===== src/rtl/pipe_hazard_ctrl_if.sv =====
// ID-stage request and pipeline-control response bundle for pipe_hazard_ctrl.
// FW must equal $clog2(DEPTH+1) of the attached controller.
interface pipe_hazard_ctrl_if #(
    parameter int REG_AW = 3,
    parameter int FW     = 2,
    parameter int CNT_W  = 16
);
    logic              id_valid;
    logic [REG_AW-1:0] id_rs;
    logic [REG_AW-1:0] id_rt;
    logic              id_rs_en;
    logic              id_rt_en;
    logic [REG_AW-1:0] id_rd;
    logic              id_reg_wr;
    logic              id_mem_rd;
    logic              br_taken;
    logic              pc_wr;
    logic              if_id_wr;
    logic              if_id_flush;
    logic              id_ex_bubble;
    logic [FW-1:0]     fwd_a;
    logic [FW-1:0]     fwd_b;
    logic              ex_valid;
    logic [CNT_W-1:0]  stall_cnt;
    logic [CNT_W-1:0]  flush_cnt;

    modport master (
        output id_valid, id_rs, id_rt, id_rs_en, id_rt_en, id_rd, id_reg_wr, id_mem_rd, br_taken,
        input  pc_wr, if_id_wr, if_id_flush, id_ex_bubble, fwd_a, fwd_b, ex_valid, stall_cnt, flush_cnt
    );

    modport slave (
        input  id_valid, id_rs, id_rt, id_rs_en, id_rt_en, id_rd, id_reg_wr, id_mem_rd, br_taken,
        output pc_wr, if_id_wr, if_id_flush, id_ex_bubble, fwd_a, fwd_b, ex_valid, stall_cnt, flush_cnt
    );
endinterface


===== src/rtl/pipe_hazard_ctrl.sv =====
// Hazard detection, forwarding select and PC/IF/ID/ID-EX control for an in-order pipe.
// A shadow record of each back-end stage drives all decisions combinationally.
module pipe_hazard_ctrl #(
    parameter int DEPTH    = 3,
    parameter int REG_AW   = 3,
    parameter int LOAD_LAT = 1,
    parameter int ZERO_REG = 1,
    parameter int CNT_W    = 16,
    localparam int FW      = $clog2(DEPTH+1)
) (
    input  logic             clk,
    input  logic             rst,
    pipe_hazard_ctrl_if.slave bus
);
    logic [DEPTH:1]             r_vld_pipe;
    logic [DEPTH:1]             r_wr;
    logic [DEPTH:1]             r_ld;
    logic [DEPTH:1][REG_AW-1:0] r_rd;
    logic [REG_AW-1:0]          r_rs;
    logic [REG_AW-1:0]          r_rt;
    logic                       r_rs_en;
    logic                       r_rt_en;
    logic [CNT_W-1:0]           r_stall_cnt;
    logic [CNT_W-1:0]           r_flush_cnt;

    logic          w_lu;
    logic          w_flush;
    logic          w_stall;
    logic          w_bubble;
    logic [FW-1:0] w_fwd_a;
    logic [FW-1:0] w_fwd_b;

    function automatic logic f_match(input logic [REG_AW-1:0] src, input logic en,
                                     input logic vld, input logic wr, input logic [REG_AW-1:0] rd);
        return vld && wr && en && (rd == src) && !(ZERO_REG != 0 && src == '0);
    endfunction

    always_comb begin
        w_lu = 1'b0;
        for (int j = 1; j <= LOAD_LAT; j++) begin
            if (r_ld[j] && (f_match(bus.id_rs, bus.id_rs_en, r_vld_pipe[j], r_wr[j], r_rd[j]) ||
                            f_match(bus.id_rt, bus.id_rt_en, r_vld_pipe[j], r_wr[j], r_rd[j])))
                w_lu = 1'b1;
        end
        w_lu = w_lu && bus.id_valid;

        // Walk oldest to youngest so the youngest eligible writer lands last.
        w_fwd_a = '0;
        w_fwd_b = '0;
        for (int k = DEPTH; k >= 2; k--) begin
            if (!r_ld[k] || k >= LOAD_LAT + 2) begin
                if (f_match(r_rs, r_rs_en, r_vld_pipe[k], r_wr[k], r_rd[k]))
                    w_fwd_a = FW'(k);
                if (f_match(r_rt, r_rt_en, r_vld_pipe[k], r_wr[k], r_rd[k]))
                    w_fwd_b = FW'(k);
            end
        end
    end

    assign w_flush  = bus.br_taken && r_vld_pipe[1];
    assign w_stall  = w_lu && !w_flush;
    assign w_bubble = w_stall || w_flush;

    assign bus.pc_wr        = !w_stall;
    assign bus.if_id_wr     = !w_stall;
    assign bus.if_id_flush  = w_flush;
    assign bus.id_ex_bubble = w_bubble;
    assign bus.fwd_a        = w_fwd_a;
    assign bus.fwd_b        = w_fwd_b;
    assign bus.ex_valid     = r_vld_pipe[1];
    assign bus.stall_cnt    = r_stall_cnt;
    assign bus.flush_cnt    = r_flush_cnt;

    always_ff @(posedge clk or posedge rst) begin
        if (rst) begin
            r_vld_pipe  <= '0;
            r_wr        <= '0;
            r_ld        <= '0;
            r_rd        <= '0;
            r_rs        <= '0;
            r_rt        <= '0;
            r_rs_en     <= 1'b0;
            r_rt_en     <= 1'b0;
            r_stall_cnt <= '0;
            r_flush_cnt <= '0;
        end else begin
            r_vld_pipe <= {r_vld_pipe[DEPTH-1:1], bus.id_valid && !w_bubble};
            r_wr       <= {r_wr[DEPTH-1:1], bus.id_reg_wr};
            r_ld       <= {r_ld[DEPTH-1:1], bus.id_mem_rd};
            r_rd       <= {r_rd[DEPTH-1:1], bus.id_rd};
            r_rs       <= bus.id_rs;
            r_rt       <= bus.id_rt;
            r_rs_en    <= bus.id_rs_en;
            r_rt_en    <= bus.id_rt_en;
            if (w_stall && r_stall_cnt != '1)
                r_stall_cnt <= r_stall_cnt + 1'b1;
            if (w_flush && r_flush_cnt != '1)
                r_flush_cnt <= r_flush_cnt + 1'b1;
        end
    end
endmodule


===== src/flat_wrapper.sv =====
// flat-port wrapper written by rule: the top's interface ports become plain ports
module pipe_hazard_ctrl_flat 
#(
    parameter int DEPTH    = 3,
    parameter int REG_AW   = 3,
    parameter int LOAD_LAT = 1,
    parameter int ZERO_REG = 1,
    parameter int CNT_W    = 16,
    localparam int FW      = $clog2(DEPTH+1)
)
  (clk, rst, bus_id_valid, bus_id_rs, bus_id_rt, bus_id_rs_en, bus_id_rt_en, bus_id_rd, bus_id_reg_wr, bus_id_mem_rd, bus_br_taken, bus_pc_wr, bus_if_id_wr, bus_if_id_flush, bus_id_ex_bubble, bus_fwd_a, bus_fwd_b, bus_ex_valid, bus_stall_cnt, bus_flush_cnt);
  pipe_hazard_ctrl_if #(.REG_AW(REG_AW), .FW(2), .CNT_W(CNT_W)) bus_i ();
  input  logic clk;
  input  logic rst;
  input wire logic [$bits(bus_i.id_valid)-1:0] bus_id_valid;
  input wire logic [$bits(bus_i.id_rs)-1:0] bus_id_rs;
  input wire logic [$bits(bus_i.id_rt)-1:0] bus_id_rt;
  input wire logic [$bits(bus_i.id_rs_en)-1:0] bus_id_rs_en;
  input wire logic [$bits(bus_i.id_rt_en)-1:0] bus_id_rt_en;
  input wire logic [$bits(bus_i.id_rd)-1:0] bus_id_rd;
  input wire logic [$bits(bus_i.id_reg_wr)-1:0] bus_id_reg_wr;
  input wire logic [$bits(bus_i.id_mem_rd)-1:0] bus_id_mem_rd;
  input wire logic [$bits(bus_i.br_taken)-1:0] bus_br_taken;
  output wire logic [$bits(bus_i.pc_wr)-1:0] bus_pc_wr;
  output wire logic [$bits(bus_i.if_id_wr)-1:0] bus_if_id_wr;
  output wire logic [$bits(bus_i.if_id_flush)-1:0] bus_if_id_flush;
  output wire logic [$bits(bus_i.id_ex_bubble)-1:0] bus_id_ex_bubble;
  output wire logic [$bits(bus_i.fwd_a)-1:0] bus_fwd_a;
  output wire logic [$bits(bus_i.fwd_b)-1:0] bus_fwd_b;
  output wire logic [$bits(bus_i.ex_valid)-1:0] bus_ex_valid;
  output wire logic [$bits(bus_i.stall_cnt)-1:0] bus_stall_cnt;
  output wire logic [$bits(bus_i.flush_cnt)-1:0] bus_flush_cnt;
  assign bus_i.id_valid = bus_id_valid;
  assign bus_i.id_rs = bus_id_rs;
  assign bus_i.id_rt = bus_id_rt;
  assign bus_i.id_rs_en = bus_id_rs_en;
  assign bus_i.id_rt_en = bus_id_rt_en;
  assign bus_i.id_rd = bus_id_rd;
  assign bus_i.id_reg_wr = bus_id_reg_wr;
  assign bus_i.id_mem_rd = bus_id_mem_rd;
  assign bus_i.br_taken = bus_br_taken;
  assign bus_pc_wr = bus_i.pc_wr;
  assign bus_if_id_wr = bus_i.if_id_wr;
  assign bus_if_id_flush = bus_i.if_id_flush;
  assign bus_id_ex_bubble = bus_i.id_ex_bubble;
  assign bus_fwd_a = bus_i.fwd_a;
  assign bus_fwd_b = bus_i.fwd_b;
  assign bus_ex_valid = bus_i.ex_valid;
  assign bus_stall_cnt = bus_i.stall_cnt;
  assign bus_flush_cnt = bus_i.flush_cnt;
  pipe_hazard_ctrl #(.DEPTH(DEPTH), .REG_AW(REG_AW), .LOAD_LAT(LOAD_LAT), .ZERO_REG(ZERO_REG), .CNT_W(CNT_W)) u_core (.clk(clk), .rst(rst), .bus(bus_i));
endmodule

===== config.mk =====
export PLATFORM = sky130hd
export DESIGN_NAME = pipe_hazard_ctrl_flat
export DESIGN_NICKNAME = d
export VERILOG_FILES = /design/src/rtl/pipe_hazard_ctrl_if.sv /design/src/rtl/pipe_hazard_ctrl.sv /design/src/flat_wrapper.sv
export SDC_FILE = /design/constraint.sdc
export NUM_CORES = 1
export LEC_CHECK = 0
export CORE_MARGIN = 3
export CORE_UTILIZATION = 41
export CTS_CLUSTER_DIAMETER = 50
export DETAILED_ROUTE_END_ITERATION = 16
export GPL_TIMING_DRIVEN = 0
export PLACE_DENSITY = 0.67
export SYNTH_ARGS = -nofsm -noshare
export SYNTH_HDL_FRONTEND = slang
export SYNTH_SLANG_ARGS = --single-unit

===== constraint.sdc =====
create_clock -name clk -period 2.67 [get_ports clk]
set_input_delay 0.6675 -clock clk [delete_from_list [all_inputs] [get_ports clk]]
set_output_delay 0.6675 -clock clk [all_outputs]
set_load 0.005 [all_outputs]

==> flow_metrics.py <==
metrics = {
    "status": {
        "status": "finished, final reports clean",
    },
    "hold_path": {
        "hold_class": "flip-flop to flip-flop",
        "hold_path_depth": 0,
        "hold_path_end": "u_core.r_vld_pipe[3]",
        "min_from": "u_core.r_vld_pipe[2]",
    },
    "placed_design": {
        "place.gp.congestion": 0.797,
        "hpwlAfterDp_mm": 3.78,
        "port-buffer-count": 57,
        "place_inst": 359,
    },
    "timing": {
        "finalCritPeriodShare": 0.986,
        "worst_pin_slew_ps": 327,
        "finClkSkew_ps": 10.9,
        "relSlewSlack": 0.779,
        "maxSlewViolCount": 0,
        "fmax_ghz": 0.380,
        "finalHoldViolCount": 0,
        "fin_crit_ps": 2630,
        "setup_viol": 0,
    },
    "drt": {
        "drc_errors": 0,
        "drt_wl_total_mm": 5.26,
        "ant_nets": 0,
        "wire_per_inst_um": 13.8,
        "firstDrtPassIters": 4,
        "num_vias": 1920,
        "drtIter0Drc": 72,
        "viasPerCell": 5.04,
    },
    "critical_path": {
        "worst_setup_path_end_kind": "output port",
        "path_buf_inv": 4,
        "crit_slowest_cell": "or2_2",
        "crit_path_max_fanout": 3,
        "r2r_setup_slack_ps": 770,
        "crit_arrival_ps": 1970,
        "worstPathCellList": "dlygate4sd2_1 > or2_2 > o21ai_2 > a32o_2 > buf_6 > nand2_2 > buf_4 > buf_4",
        "r2r_cells": 7,
        "required_ps": 2000,
        "critical-path-top-delay-family": "buffers and inverters",
        "critical_path_class": "input port to output port",
        "r2r-end": "u_core.bus.stall_cnt[8]",
        "slowest_delay_ps": 310,
        "crit_top_cell": "buf_4",
        "startpoint_type": "input port",
        "r2r-start": "u_core.bus.stall_cnt[0]",
    },
    "global_routing": {
        "grt_pass1_wl_mm": 8.80,
        "grt_pass1_vias": 1882,
        "grt_antenna_before_repair": 0,
        "grt_overflow_total": 0,
        "grt_max_degree": 44,
        "grt_use_total": 0.157,
    },
    "layout": {
        "drive_gt1_frac": 0.170,
        "final_cell_mix": "dfrtp_1, clkdlybuf4s50_1, xnor2_1, nor2_1, nand3_1",
        "area_delta_synth_final_pct": 36.7,
        "final_core_util": 0.582,
        "stdcell_count": 381,
        "mostFrequentLayoutCell": "dfrtp_1",
        "fillers": 535,
        "antenna_cells": 0,
        "fin_nets": 321,
    },
    "floorplanning": {
        "die_y_um": 84.9,
        "dieWidth_um": 84.9,
        "initial_core_util": 0.426,
        "dieArea_um2": 7200,
        "rows": 28,
        "io_pins": 58,
        "fp.coreArea_um2": 5990,
    },
    "synthesis": {
        "syn-instance-count": 226,
        "ys_warn_count": 0,
        "synth_nets": 245,
        "synth_edf_count": 0,
        "syn_avg_cell_area_um2": 11.3,
        "yosysTopAreaCell": "dfrtp_1",
        "synthFlopType": "dfrtp_1",
        "netlist.area_leader.share": 0.559,
        "async_flop_share": 1.00,
        "synth_area_leaders": "dfrtp_1, xnor2_1, xor2_1",
        "syn_area_um2": 2550,
        "synth-seq-cells": 57,
        "ys_seq_area_frac": 0.559,
        "ys_types": 40,
    },
    "power_and_ir_drop": {
        "p_leak_nw": 1.56,
        "vdd_ir_drop_max_uv": 336,
        "p_per_area_nw_per_um2": 573,
    },
    "cts": {
        "htree_levels": 3,
        "cts_buffers": 9,
        "cts_sinks": 57,
        "clk_path_buf_depth": 2,
        "clk_latency_ps": 330,
        "clk_pin_slew_ps": 60,
        "cts_tree": "built",
        "clockRootBuffer": "clkbuf_8",
    },
    "run": {
        "drv.max_cap_violation_count": 0,
    },
}
==> logic make-up (layout without fill, tap and decap cells) <==
family | Yosys count | count (layout) | share of synthesized area
mux | 2 | 2 | 0.0103
flops | 57 | 57 | 0.559
compound gates | 18 | 18 | 0.0505
xor+xnor | 41 | 41 | 0.141
buf+inv | 12 | 92 | 0.0270
fa+ha+maj | 2 | 2 | 0.00981
simple gates | 94 | 94 | 0.203
==> sequential cells by signal, summed over array words and instances (netlist names) <==
signal	cells
u_core.bus.flush_cnt	16
u_core.bus.stall_cnt	16
u_core.r_ld	2
u_core.r_rd	9
u_core.r_rs	3
u_core.r_rs_en	1
u_core.r_rt	3
u_core.r_rt_en	1
u_core.r_vld_pipe	3
u_core.r_wr	3
==> what timing repair did <==
action / in CTS / in global routing
hold endpoints to repair: 0 / 0
pin swaps: 6 / 5
setup buffers: 5 / 4
resized for setup: 30 / 8
endpoints found under the setup margin: 7 / 5
hold buffers: 0 / 0
==> how the worst max path moves through the flow <==
stage	from	endpoint	slack (ps)	cells after the start
3_5_place_dp	bus_id_valid	bus_pc_wr	-770	9
3_3_place_gp	bus_id_valid	bus_pc_wr	-770	9
5_1_grt	bus_id_valid	bus_pc_wr	-40	8
4_1_cts	bus_id_rt[2]	bus_pc_wr	-20	9
2_1_floorplan	bus_id_rt[2]	bus_pc_wr	320	7
6_report	bus_id_rs[2]	bus_pc_wr	40	8
==> cell type report <==
class / count / area, um^2 / share of cell area
buffer: 4 / 35.0 / 0.0100
clock buffer: 11 / 131 / 0.0377
clock inverter: 4 / 45.0 / 0.0129
inverter: 6 / 25.0 / 0.00718
multi-input combinational: 157 / 1090 / 0.311
sequential: 57 / 1430 / 0.410
tap: 75 / 93.8 / 0.0269
timing repair buffer: 67 / 642 / 0.184
==> power breakdown <==
| group | internal [mW] | leakage (nW) | switching, mW | total (mW) |
|---|---|---|---|---|
| registers | 0.927 | 0.728 | 0.0713 | 0.998 |
| logic | 0.162 | 0.738 | 0.103 | 0.266 |
| clock network | 0.421 | 0.0929 | 0.313 | 0.734 |
==> Yosys cell counts (2+ instances only) <==
master and instances:
nor4_1 2, and3_1 7, nor3b_1 2, nand3b_1 2, ha_1 2, or2_2 2
and4_1 5, nand2_1 16, dfrtp_1 57, o21ai_0 4, o31ai_1 2, and2_1 3
nand3_1 16, a21oi_1 6, nor2_1 17, nor3_1 3, nand4_1 12, buf_4 2
buf_6 2, xor2_1 13, xnor2_1 28, inv_1 5
==> per-stage QoR <==
stage	setup WS [ps]	hold slack [ps]	total power [mW]	area (um^2)	TNS, ps
2_1_floorplan	319	354	1.12	2550	0
3_5_place_dp	-774	362	1.28	3240	-2060
5_1_grt	-42.5	387	2.10	3490	-42.5
3_3_place_gp	-773	359	1.27	3220	-24750
6_report	36.9	374	2.00	3490	0
4_1_cts	-23.5	377	2.02	3450	-23.5
==> layer usage <==
| metal | track usage | up-vias | wire, um |
|---|---|---|---|
| met4 | 0.0921 | 0 | 108 |
| met5 | 0 | - | 0 |
| met3 | 0.0379 | 8 | 235 |
| met2 | 0.237 | 46 | 2550 |
| li1 | - | 938 | - |
| met1 | 0.208 | 928 | 2360 |
==> worst register-to-register path, cell delays in order, from the launching register on <==
cell,delay (ps)
dfrtp_1,410
ha_1,240
and4_1,270
and3_4,210
a21oi_4,210
buf_6,170
nand4_1,120
xnor2_1,150
Power figures use the tool's default switching activity.
==> RTL edit: new RTL, same flow settings <==
`LOAD_LAT` is set to 1 in 2 places; all go to 2.
--- a/src/rtl/pipe_hazard_ctrl.sv
+++ b/src/rtl/pipe_hazard_ctrl.sv
@@ -4,5 +4,5 @@
     parameter int DEPTH    = 3,
     parameter int REG_AW   = 3,
-    parameter int LOAD_LAT = 1,
+    parameter int LOAD_LAT = 2,
     parameter int ZERO_REG = 1,
     parameter int CNT_W    = 16,
--- a/src/flat_wrapper.sv
+++ b/src/flat_wrapper.sv
@@ -4,5 +4,5 @@
     parameter int DEPTH    = 3,
     parameter int REG_AW   = 3,
-    parameter int LOAD_LAT = 1,
+    parameter int LOAD_LAT = 2,
     parameter int ZERO_REG = 1,
     parameter int CNT_W    = 16,
Check against the original RTL: not equivalent (Yosys sat finds a counterexample within 4 cycles, from zero or initial values and one cycle with rst high).
==> RTL edit against the original RTL <==
  * Clock power is 14% higher
  * Die area is 4.0% higher
  * Cell area is 3.8% higher
  * Via count is 1.6% higher
  * Fmax is 5.9% lower
  * Total power is 8.6% higher
  * Critical path depth stayed put
  * Sequential cell count is 1 higher
  * Sequential power is 4% higher
  * Routed wire length is 8.1% higher
  * Clock skew is 0.0038 ns lower
  * Worst setup slack worse by 0.17 ns
  * Synthesized area is 4.3% higher
  * First-iteration DRC count is 32% higher
  * The flow now finishes with violations (setup timing)
==> RTL edit: results (changes against the original RTL) <==
flops & latches, synth=58 (+1.8%); routed wl met2=2860 um (+12%); Adder-Cell Fraction of Synth Area=0.00941 (-0.000401); Placed Cells=367 (+2.2%); multi-input logic area=1190 um2 (+9.3%); status=complete, but fails checks; TNS Setup=-0.211 ns (-0.211 ns); wire length on met3=290 um (+23%); RePlAce Congestion=0.833 (+4.4%); failing checks=setup timing; largest net degree at the start of global routing=35 (-20%); Int Power=1660 uW (+9.8%); first-pass GRT wire length=9530 um (+8.3%); Worst Max-Slew Pin Slew=0.533 ns (+0.206 ns); dpl cell area=3350 um2 (+3.6%); DR iter-0 viols=95 (+32%); non-filler cells, final=387 (+1.6%); global-route track usage on met2=0.265 (+0.0279); non-clock buffer share of cell area=0.179 (-0.0151); Clock Skew=0.00717 ns (-0.00375 ns); register area=1450 um2 (+1.7%); post-synthesis xor/xnor area fraction=0.151 (+0.0107); share of layout cells above drive strength 1=0.173 (+0.00314); final setup fails=3 (+3); sequential share of the synthesized area=0.546 (-0.0135); final worst slack=-0.130 ns (-0.166 ns)
[RTL edit: cell count changes after synthesis, moves of 3 or more]
cell / before / now
and4_1: 5 / 2
nand2_1: 16 / 19
nand3_1: 16 / 10
nor3_1: 3 / 15
xnor2_1: 28 / 18
xor2_1: 13 / 28
[RTL edit: worst paths after layout]
check / from / endpoint / slack [ns] / cells after the start
worst min-delay path: u_core.r_wr[1]$_DFF_PP0_ / u_core.r_wr[2]$_DFF_PP0_ / 0.37 / 0
max in group asynchronous: rst / u_core.bus.flush_cnt[13]$_DFFE_PP0P_ / 1.41 / 3
worst max-delay path: bus_id_rt[0] / bus_pc_wr / -0.13 / 8
worst min register to register: u_core.r_wr[1]$_DFF_PP0_ / u_core.r_wr[2]$_DFF_PP0_ / 0.37 / 0
worst max register to register: u_core.r_rd[4]$_DFF_PP0_ / u_core.bus.stall_cnt[1]$_DFFE_PP0P_ / 0.12 / 8
min in group asynchronous: rst / u_core.r_rd[1]$_DFF_PP0_ / 0.71 / 2
[RTL edit: cell families after synthesis]
logic type / Yosys count
DFF: 58
adders and majority gates: 2
and+or+nand+nor: 100
AOI/OAI and AO/OA: 14
buffers and inverters: 12
xor gates and xnor gates: 46
muxes: 2
[RTL edit: stage by stage]
stage	hold slack [ns]	power, uW	utilization	worst slack [ns]
floorplan	0.346	1160	-	-0.0452
global placement	0.352	1330	0.546	-1.18
detailed placement	0.354	1340	0.550	-1.19
CTS	0.373	2200	0.590	-0.160
global route	0.401	2290	0.594	-0.171
finish	0.373	2170	0.594	-0.130
[RTL edit: worst max-delay path, stage by stage]
cell and delay (ns):
buf_8 0.09, nor2_2 0.04, or3_4 0.38, a2111oi_4 0.41, nor4_4 0.08, or2_4 0.25, buf_6 0.11, buf_6 0.10
